File: config.mk
export PLATFORM = sky130hd
export DESIGN_NAME = stream_fifo_source_flat
export DESIGN_NICKNAME = d
export VERILOG_FILES = /design/src/rtl/stream_src_pkg.sv /design/src/rtl/stream_fifo_source_if.sv /design/src/rtl/stream_src_lane.sv /design/src/rtl/stream_fifo_source.sv /design/src/flat_wrapper.sv
export SDC_FILE = /design/constraint.sdc
export NUM_CORES = 1
export LEC_CHECK = 0
export ABC_AREA = 1
export BUFFER_PORTS_ARGS = -buffer_cell sky130_fd_sc_hd__buf_4
export CAP_MARGIN = 40
export CORE_ASPECT_RATIO = 1.75
export CORE_MARGIN = 5
export CORE_UTILIZATION = 45
export DETAILED_ROUTE_END_ITERATION = 10
export PLACE_DENSITY = 0.66
export SYNTH_ARGS = -nofsm -noshare
export SYNTH_HDL_FRONTEND = slang
export SYNTH_SLANG_ARGS = --single-unit
File: constraint.sdc
create_clock -name ap_clk -period 2.6 [get_ports ap_clk]
set_clock_uncertainty 0.05 [all_clocks]
set_input_delay 0.65 -clock ap_clk [delete_from_list [all_inputs] [get_ports ap_clk]]
set_output_delay 0.65 -clock ap_clk [all_outputs]
set_load 0.05 [all_outputs]
File: src/rtl/stream_src_pkg.sv
`default_nettype none
// ============================================================================
//  Module      : stream_src_pkg
//  Description : Shared types and constants for the LFSR stream source.
//  Revision    : 1.0  initial release
// ============================================================================
package stream_src_pkg;

    typedef enum logic [1:0] {
        IDLE = 2'd0,
        RUN  = 2'd1,
        FIN  = 2'd2
    } state_t;

    // Galois feedback mask for taps 32,22,2,1
    localparam logic [31:0] LFSR_POLY = 32'h80200003;

    function automatic logic [31:0] seed_of(input logic [31:0] base, input int unsigned k);
        return base + 32'(k);
    endfunction

endpackage
`default_nettype wire

File: src/rtl/stream_fifo_source_if.sv
`default_nettype none
// ============================================================================
//  Module      : stream_fifo_source_if
//  Description : Run control plus per-lane ap_fifo read-side stream bundle.
//  Revision    : 1.0  initial release
// ============================================================================
interface stream_fifo_source_if #(
    parameter int N_LANES = 8,
    parameter int DATA_W  = 32,
    parameter int LEN_W   = 16
);
    logic                        start;
    logic [LEN_W-1:0]            len;
    logic                        busy;
    logic                        done;
    logic [N_LANES*DATA_W-1:0]   D_in_dout;
    logic [N_LANES-1:0]          D_in_empty_n;
    logic [N_LANES-1:0]          D_in_read;

    // master: controller/kernel side; slave: the stream source
    modport master (
        output start, len, D_in_read,
        input  busy, done, D_in_dout, D_in_empty_n
    );

    modport slave (
        input  start, len, D_in_read,
        output busy, done, D_in_dout, D_in_empty_n
    );
endinterface
`default_nettype wire

File: src/rtl/stream_src_lane.sv
`default_nettype none
// ============================================================================
//  Module      : stream_src_lane
//  Description : One stream lane: LFSR data, remaining word count, empty_n.
//  Revision    : 1.0  initial release
// ============================================================================
module stream_src_lane
    import stream_src_pkg::*;
#(
    parameter int                 DATA_W = 32,
    parameter int                 LEN_W  = 16,
    parameter logic [DATA_W-1:0]  SEED   = 1
) (
    input  wire logic              clk,
    input  wire logic              rst,
    input  wire logic              i_load,
    input  wire logic [LEN_W-1:0]  i_len,
    input  wire logic              i_rd,
    output logic      [DATA_W-1:0] o_dout,
    output logic                   o_empty_n,
    output logic                   o_drained
);

    localparam logic [DATA_W-1:0] c_poly = DATA_W'(LFSR_POLY);

    logic [DATA_W-1:0] lfsr_q,    lfsr_d;
    logic [LEN_W-1:0]  count_q,   count_d;
    logic              empty_n_q, empty_n_d;

    always_comb begin
        lfsr_d    = lfsr_q;
        count_d   = count_q;
        empty_n_d = empty_n_q;
        if (i_load) begin
            lfsr_d    = SEED;
            count_d   = i_len;
            empty_n_d = (i_len != '0);
        end else if (i_rd && empty_n_q) begin
            lfsr_d    = (lfsr_q >> 1) ^ (lfsr_q[0] ? c_poly : '0);
            count_d   = count_q - LEN_W'(1);
            empty_n_d = (count_q != LEN_W'(1));
        end
    end

    always_ff @(posedge clk) begin
        if (rst) begin
            lfsr_q    <= SEED;
            count_q   <= '0;
            empty_n_q <= 1'b0;
        end else begin
            lfsr_q    <= lfsr_d;
            count_q   <= count_d;
            empty_n_q <= empty_n_d;
        end
    end

    // Looks at the next count so the run can close on the final-read edge
    assign o_drained = (count_d == '0);
    assign o_dout    = lfsr_q;
    assign o_empty_n = empty_n_q;

endmodule
`default_nettype wire

File: src/rtl/stream_fifo_source.sv
`default_nettype none
// ============================================================================
//  Module      : stream_fifo_source
//  Description : LFSR-backed ap_fifo stimulus source for N kernel input lanes.
//  Revision    : 1.0  initial release
// ============================================================================
module stream_fifo_source
    import stream_src_pkg::*;
#(
    parameter int          N_LANES   = 8,
    parameter int          DATA_W    = 32,
    parameter int          LEN_W     = 16,
    parameter logic [31:0] SEED_BASE = 32'h00000001
) (
    input  wire logic            ap_clk,
    input  wire logic            ap_rst,
    stream_fifo_source_if.slave  bus
);

    state_t state_q;
    logic   busy_q;
    logic   done_q;

    logic                      w_load;
    logic [N_LANES-1:0]        w_drained;
    logic [N_LANES-1:0]        w_empty_n;
    logic [N_LANES*DATA_W-1:0] w_dout;

    // Only an idle source accepts a run; len is captured by the lanes here
    assign w_load = (state_q == IDLE) && bus.start && (bus.len != '0);

    for (genvar i = 0; i < N_LANES; i++) begin : g_lanes
        stream_src_lane #(
            .DATA_W (DATA_W),
            .LEN_W  (LEN_W),
            .SEED   (DATA_W'(seed_of(SEED_BASE, i)))
        ) u_lane (
            .clk       (ap_clk),
            .rst       (ap_rst),
            .i_load    (w_load),
            .i_len     (bus.len),
            .i_rd      (bus.D_in_read[i]),
            .o_dout    (w_dout[i*DATA_W +: DATA_W]),
            .o_empty_n (w_empty_n[i]),
            .o_drained (w_drained[i])
        );
    end

    always_ff @(posedge ap_clk) begin
        if (ap_rst) begin
            state_q <= IDLE;
            busy_q  <= 1'b0;
            done_q  <= 1'b0;
        end else begin
            done_q <= 1'b0;
            case (state_q)
                IDLE: begin
                    if (bus.start) begin
                        if (bus.len != '0) begin
                            state_q <= RUN;
                            busy_q  <= 1'b1;
                        end else begin
                            state_q <= FIN;
                            done_q  <= 1'b1;
                        end
                    end
                end
                RUN: begin
                    if (&w_drained) begin
                        state_q <= FIN;
                        busy_q  <= 1'b0;
                        done_q  <= 1'b1;
                    end
                end
                FIN:     state_q <= IDLE;
                default: state_q <= IDLE;
            endcase
        end
    end

    assign bus.busy         = busy_q;
    assign bus.done         = done_q;
    assign bus.D_in_dout    = w_dout;
    assign bus.D_in_empty_n = w_empty_n;

endmodule
`default_nettype wire

File: src/flat_wrapper.sv
// flat-port wrapper written by rule: the top's interface ports become plain ports
module stream_fifo_source_flat import stream_src_pkg::*;
#(
    parameter int          N_LANES   = 8,
    parameter int          DATA_W    = 32,
    parameter int          LEN_W     = 16,
    parameter logic [31:0] SEED_BASE = 32'h00000001
)
  (ap_clk, ap_rst, bus_start, bus_len, bus_D_in_read, bus_busy, bus_done, bus_D_in_dout, bus_D_in_empty_n);
  stream_fifo_source_if #(.N_LANES(N_LANES), .DATA_W(DATA_W), .LEN_W(LEN_W)) bus_i ();
  input  wire logic ap_clk;
  input  wire logic ap_rst;
  input wire logic [$bits(bus_i.start)-1:0] bus_start;
  input wire logic [$bits(bus_i.len)-1:0] bus_len;
  input wire logic [$bits(bus_i.D_in_read)-1:0] bus_D_in_read;
  output wire logic [$bits(bus_i.busy)-1:0] bus_busy;
  output wire logic [$bits(bus_i.done)-1:0] bus_done;
  output wire logic [$bits(bus_i.D_in_dout)-1:0] bus_D_in_dout;
  output wire logic [$bits(bus_i.D_in_empty_n)-1:0] bus_D_in_empty_n;
  assign bus_i.start = bus_start;
  assign bus_i.len = bus_len;
  assign bus_i.D_in_read = bus_D_in_read;
  assign bus_busy = bus_i.busy;
  assign bus_done = bus_i.done;
  assign bus_D_in_dout = bus_i.D_in_dout;
  assign bus_D_in_empty_n = bus_i.D_in_empty_n;
  stream_fifo_source #(.N_LANES(N_LANES), .DATA_W(DATA_W), .LEN_W(LEN_W), .SEED_BASE(SEED_BASE)) u_core (.ap_clk(ap_clk), .ap_rst(ap_rst), .bus(bus_i));
endmodule
==> results of run 1 <==
[through the flow]
step,cell area [sq um],total power (W),hold slack [ps],utilization [%]
floorplan,17940,0.008051,402.0,-
CTS,23500,0.01484,331.5,59.64
global route,23780,0.01546,345.5,60.36
global placement,22200,0.009066,413.5,56.35
detailed placement,22200,0.009083,419.8,56.35
finish,23780,0.01482,348.2,60.36
[Yosys cell counts, types with 7 or more instances]
cell and number:
a21oi_1 352, buf_2 11, buf_4 14, clkbuf_1 97, clkinv_1 8, dfxtp_1 396, ha_1 16, inv_1 199
inv_2 7, nand2_1 975, nand3_1 155, nand3_2 7, nand4_1 22, nor2_1 316, o21ai_0 60, xnor2_1 8
xor2_1 19
[what timing repair did]
action                     CTS  global route
gates resized for setup      3            88
setup endpoints to repair    4             4
setup buffers                0             3
pin swaps                    0            16
[power by group through the flow]
| stage | Sequential, W | Clock (W) | Combinational (W) |
|---|---|---|---|
| 2_1_floorplan | 0.00657 | 0 | 0.00148 |
| 3_3_place_gp | 0.00656 | 0 | 0.00250 |
| 3_5_place_dp | 0.00656 | 0 | 0.00252 |
| 4_1_cts | 0.00643 | 0.00588 | 0.00254 |
| 5_1_grt | 0.00646 | 0.00610 | 0.00291 |
| 6_report | 0.00644 | 0.00575 | 0.00263 |
[kinds of logic (layout without fill, tap and decap cells)]
family                     after synthesis  in the layout  synth area share [%]
buffers and inverters                  340            811                 7.607
DFF                                    396            396                 44.18
muxes                                    4              4                0.2231
xor gates and xnor gates                27             27                 1.318
and+or+nand+nor                       1493           1493                 33.20
AOI/OAI and AO/OA                      432            432                 12.36
adders and majority gates               16             16                 1.116
[final timing paths]
kind	cells past startpoint	slack, ps	endpoint
max	17	140	u_core.bus.busy
min	3	350	u_core.state_q[1]
max reg2reg	17	140	u_core.bus.busy
min reg2reg	2	430	u_core.g_lanes[2].u_lane.o_dout[24]
[sequential cells by signal, summed over array words and instances (netlist names)]
register,cells
u_core.g_lanes.u_lane.count_q,128
u_core.bus.done,1
u_core.g_lanes.u_lane.o_empty_n,8
u_core.g_lanes.u_lane.o_dout,256
u_core.state_q,2
u_core.bus.busy,1
[tightest hold or removal path: cells and delay by family]
kind,cells,cell delay [ps]
buf+inv,1,120
simple gates,1,80
compound gates,1,70
[layer usage]
metal	vias up	share of wire [%]	wire (um)
li1	9445	-	-
met1	8611	36	21970
met2	665	50	31000
met3	241	6.1	3743
met4	0	7.9	4888
met5	-	0	0
[final cells by class]
cell class | instances | area (sq um) | share of cell area (%)
Clock buffer | 55 | 1125 | 4.730
Clock inverter | 13 | 163.9 | 0.6893
Inverter | 214 | 810.8 | 3.410
Multi-Input combinational cell | 1972 | 8895 | 37.41
Sequential cell | 396 | 7935 | 33.37
Tap cell | 490 | 613.1 | 2.578
Timing Repair Buffer | 529 | 4237 | 17.82
==> impl_metrics.env, run 1 <==
export IMPL_r2r_start="u_core.g_lanes[4].u_lane.count_q[6]"
export IMPL_dpl_cell_count=3598
export IMPL_synth_nets=2751
export IMPL_io_buffers=292
export IMPL_ant_nets=0
export IMPL_final_cell_mix="966 x nand2_1, 506 x buf_4, 390 x dfxtp_1"
export IMPL_clkSinkCount=396
export IMPL_start_util_pct=45.55
export IMPL_die_w_um=161.0
export IMPL_viasPerCell=5.168
export IMPL_gp_congestion=0.9472
export IMPL_die_h_um=274.2
export IMPL_core_sq_um=39400
export IMPL_fin_setup_tns_ps=0
export IMPL_critPathBufInv=1
export IMPL_diodes=0
export IMPL_grt_pass1_vias=18570
export IMPL_outcome="complete, no violations"
export IMPL_fillCellCount=3715
export IMPL_critPathMaxFanout=5
export IMPL_min_period_ps=2457
export IMPL_hold_violations=0
export IMPL_synth_ff_type="dfxtp_1"
export IMPL_layout_drive_gt1_share_pct=21.52
export IMPL_p_int_w=0.01044
export IMPL_vdd_drop_max_uv=587.6
export IMPL_seqPwrFrac_pct=43.5
export IMPL_crit_required_ps=3050
export IMPL_stdcell_count=3669
export IMPL_setup_violations=0
export IMPL_yosys_area_top_type="dfxtp_1"
export IMPL_post_drt_wl_per_cell_um=16.79
export IMPL_cts_tree="done"
export IMPL_cts_buffers=38
export IMPL_grt_use_met1_pct=27.88
export IMPL_synth_area_top_cells="dfxtp_1 44%, nand2_1 20%, a21oi_1 9.8%"
export IMPL_p_leak_nw=10.80
export IMPL_grtUsageTotal_pct=26.95
export IMPL_p_comb_share_pct=17.7
export IMPL_cts_htree_levels=2
export IMPL_startpoint="u_core.g_lanes[4].u_lane.count_q[6]"
export IMPL_wl_um=61600
export IMPL_dp_slack_ps=-565.1
export IMPL_dr_total_vias=18960
export IMPL_worst_pin_slew_ps=586.8
export IMPL_crit_chain="nor2_1 -> nand2_1 -> nor2_4 -> nand2_1 -> nand3_1 -> nand2_1 -> inv_1 -> nand2_1 -> nor2_2 -> nand2_1 -> nor2_1 -> nand2_1 -> nor2_2 -> nand2_1 -> nand2_2 -> nand3_1 -> a21oi_1"
export IMPL_postCtsHoldBufs=0
export IMPL_dr_pass1_iters=5
export IMPL_row_count=96
export IMPL_ys_warn_count=0
export IMPL_syn_to_final_growth_pct=32.51
export IMPL_dp_hpwl_um=46380
export IMPL_worstSetupPathType="reg -> reg"
export IMPL_min_path_type="in -> reg"
export IMPL_synth_top_area_share_pct=44.18
export IMPL_grt_ovfl_total=0
export IMPL_maxSlewHeadroom_pct=60.84
export IMPL_drc=0
export IMPL_worst_slack_ps=142.7
export IMPL_ctsLongestPathBuffers=3
export IMPL_gr_usage_met2_pct=48.85
export IMPL_synth_seq_area_share_pct=44.18
export IMPL_slowest_stage="nor2_1"
export IMPL_min_period_over_period_pct=94.51
export IMPL_start_kind="flop"
export IMPL_antenna_found_initial=0
export IMPL_endpoint_kind="flop"
export IMPL_ys_ff_latch=396
export IMPL_dieArea_sq_um=44130
export IMPL_grt_pass1_wl_um=96350
export IMPL_postSynthCellCount=2708
export IMPL_avgSynthCellArea_sq_um=6.627
export IMPL_grt_busiest_layer="met2"
export IMPL_synth_edf_count=0
export IMPL_slowest_delay_ps=370
export IMPL_root_buffer="clkbuf_16"
export IMPL_grt_max_degree=81
export IMPL_num_io_pins=293
export IMPL_synth_distinct_cells=37
export IMPL_power_density_nw_per_um2=623.1
export IMPL_final_common_cell="nand2_1"
export IMPL_cap_violations=0
export IMPL_worst_path_dominant_cell_family="simple AND/OR/NAND/NOR gates"
export IMPL_drt_initial_drc_count=991
export IMPL_min_from="bus_start"
export IMPL_syn_area_sq_um=17940
export IMPL_worstPathArrival_ps=2900
export IMPL_clock_power_share_pct=38.8
export IMPL_sw_frac_of_total_pct=29.51
export IMPL_crit_path_frequent_cell="nand2_1"
export IMPL_finalNetCount=3194
export IMPL_clk_latency_ps=560
export IMPL_synthArstFlopShare_pct=0
export IMPL_met3_usage_pct=5.505
export IMPL_max_freq_mhz=406.9
export IMPL_path_clk_slew_ps=70
export IMPL_switchingPower_w=0.004372
export IMPL_drv_slew=0
Note: power is estimated with default switching activity, not from simulation.
==> run 2: changes to the inputs <==
- CTS_BUF_LIST: unset -> sky130_fd_sc_hd__clkbuf_4 sky130_fd_sc_hd__clkbuf_8 sky130_fd_sc_hd__clkbuf_16
==> impl_metrics.env, run 2 (same netlist as run 1, synthesis figures left out) <==
export IMPL_outcome="complete, no violations"
export IMPL_finalNetCount=3194
export IMPL_drc=0
export IMPL_grt_pass1_vias=18550
export IMPL_cts_buffers=38
export IMPL_crit_required_ps=3040
export IMPL_row_count=96
export IMPL_dpl_cell_count=3598
export IMPL_min_period_ps=2459
export IMPL_die_w_um=161.0
export IMPL_ant_nets=0
export IMPL_diodes=0
export IMPL_cts_htree_levels=2
export IMPL_hold_violations=0
export IMPL_path_clk_slew_ps=70
export IMPL_root_buffer="clkbuf_16"
export IMPL_start_kind="flop"
export IMPL_io_buffers=292
export IMPL_final_cell_mix="966 x nand2_1, 506 x buf_4, 391 x dfxtp_1"
export IMPL_gp_congestion=0.9472
export IMPL_syn_to_final_growth_pct=32.59
export IMPL_grt_pass1_wl_um=96220
export IMPL_die_h_um=274.2
export IMPL_dieArea_sq_um=44130
export IMPL_min_path_type="in -> reg"
export IMPL_setup_violations=0
export IMPL_grt_ovfl_total=0
export IMPL_fillCellCount=3708
export IMPL_final_common_cell="nand2_1"
export IMPL_cap_violations=0
export IMPL_critPathMaxFanout=5
export IMPL_power_density_nw_per_um2=625.5
export IMPL_dp_hpwl_um=46380
export IMPL_start_util_pct=45.55
export IMPL_layout_drive_gt1_share_pct=21.67
export IMPL_largest_register_ffs=256
export IMPL_min_period_over_period_pct=94.56
export IMPL_worstPathArrival_ps=2900
export IMPL_ctsLongestPathBuffers=3
export IMPL_max_freq_mhz=406.7
export IMPL_stdcell_count=3669
export IMPL_clkSinkCount=396
export IMPL_post_drt_wl_per_cell_um=16.73
export IMPL_cts_tree="done"
export IMPL_drt_initial_drc_count=1000
export IMPL_vdd_drop_max_uv=643.3
export IMPL_place_area_sq_um=22200
export IMPL_core_sq_um=39400
export IMPL_p_leak_nw=10.82
export IMPL_dr_pass1_iters=5
export IMPL_maxSlewHeadroom_pct=60.41
export IMPL_grt_max_degree=81
export IMPL_grtUsageTotal_pct=26.93
export IMPL_viasPerCell=5.144
export IMPL_endpoint_kind="flop"
export IMPL_num_io_pins=293
export IMPL_worstSetupPathType="reg -> reg"
export IMPL_clk_latency_ps=560
export IMPL_worst_pin_slew_ps=593.2
export IMPL_fin_area_sq_um=23790
export IMPL_wl_um=61380
export IMPL_antenna_found_initial=0
export IMPL_dr_total_vias=18880
export IMPL_drv_slew=0
[run 2: cell count changes in the layout (fill, tap and decap cells not counted)]
cell	change
clkbuf_4	+6
nand3_4	-1
dfxtp_2	-1
dfxtp_1	+1
clkbuf_1	-6
nand3_2	+1
[run 2: area by class of cell]
| cell class | instances | area [sq um] | area share [%] |
|---|---|---|---|
| multi-input combinational | 1972 | 8887 | 37.35 |
| inverter | 214 | 810.8 | 3.408 |
| sequential | 396 | 7934 | 33.35 |
| clock inverter | 13 | 163.9 | 0.6889 |
| clock buffer | 55 | 1147 | 4.822 |
| timing repair buffer | 529 | 4237 | 17.81 |
| tap | 490 | 613.1 | 2.577 |
[run 2: metrics by stage]
step           util (%)  hold WS [ps]  power, W  worst slack [ps]  TNS [ps]
3_5_place_dp      56.35         419.8  0.009083            -565.1     -2228
5_1_grt           60.39         345.5   0.01553            -45.76    -56.52
3_3_place_gp      56.35         413.5  0.009066            -540.3     -2129
2_1_floorplan         -         402.0  0.008051             221.1         0
4_1_cts           59.70         331.5   0.01491             3.246         0
6_report          60.39         351.4   0.01488             141.5         0
[run 2: timing repair]
item	CTS	global route
hold buffers	0	0
buffers inserted	0	3
pin swaps	0	16
resized for setup	3	86
setup endpoints to repair	4	4
endpoints found under the hold margin	0	0
[run 2: layer usage]
layer  up-vias  global-route usage, %  share of wire (%)
met2       651                  48.69                 51
met3       238                  5.490                5.9
li1       9446                      -                  -
met5         -                      0                  0
met1      8540                  27.91                 36
met4         0                  18.04                7.8
[run 2: where the power goes]
part / total, W / internal [W] / leakage (nW) / switching (W)
Sequential: 0.00644 / 0.00625 / 3.22 / 0.000186
Clock: 0.00582 / 0.00331 / 0.653 / 0.00251
Combinational: 0.00262 / 0.000947 / 6.94 / 0.00168
[run 2: final timing paths]
path	depth (start not counted)	slack, ps	endpoint	from
worst max-delay path	17	140	u_core.bus.busy	u_core.g_lanes[4].u_lane.count_q[6]
worst min-delay path	3	350	u_core.state_q[1]	bus_start
worst max register to register	17	140	u_core.bus.busy	u_core.g_lanes[4].u_lane.count_q[6]
worst min register to register	2	430	u_core.g_lanes[2].u_lane.o_dout[24]	u_core.g_lanes[2].u_lane.o_dout[24]
[run 2: critical path, stage by stage (launching register included)]
cell     delay (ps)
dfxtp_1         360
nor2_1          370
nand2_1         170
nor2_4          180
nand2_1          60
nand3_1          90
nand2_1          50
inv_1           110
nand2_1          80
nor2_2          170
nand2_1          70
nor2_1          100
nand2_1          70
nor2_2          130
nand2_1          90
nand2_2          70
nand3_1          70
a21oi_1         120
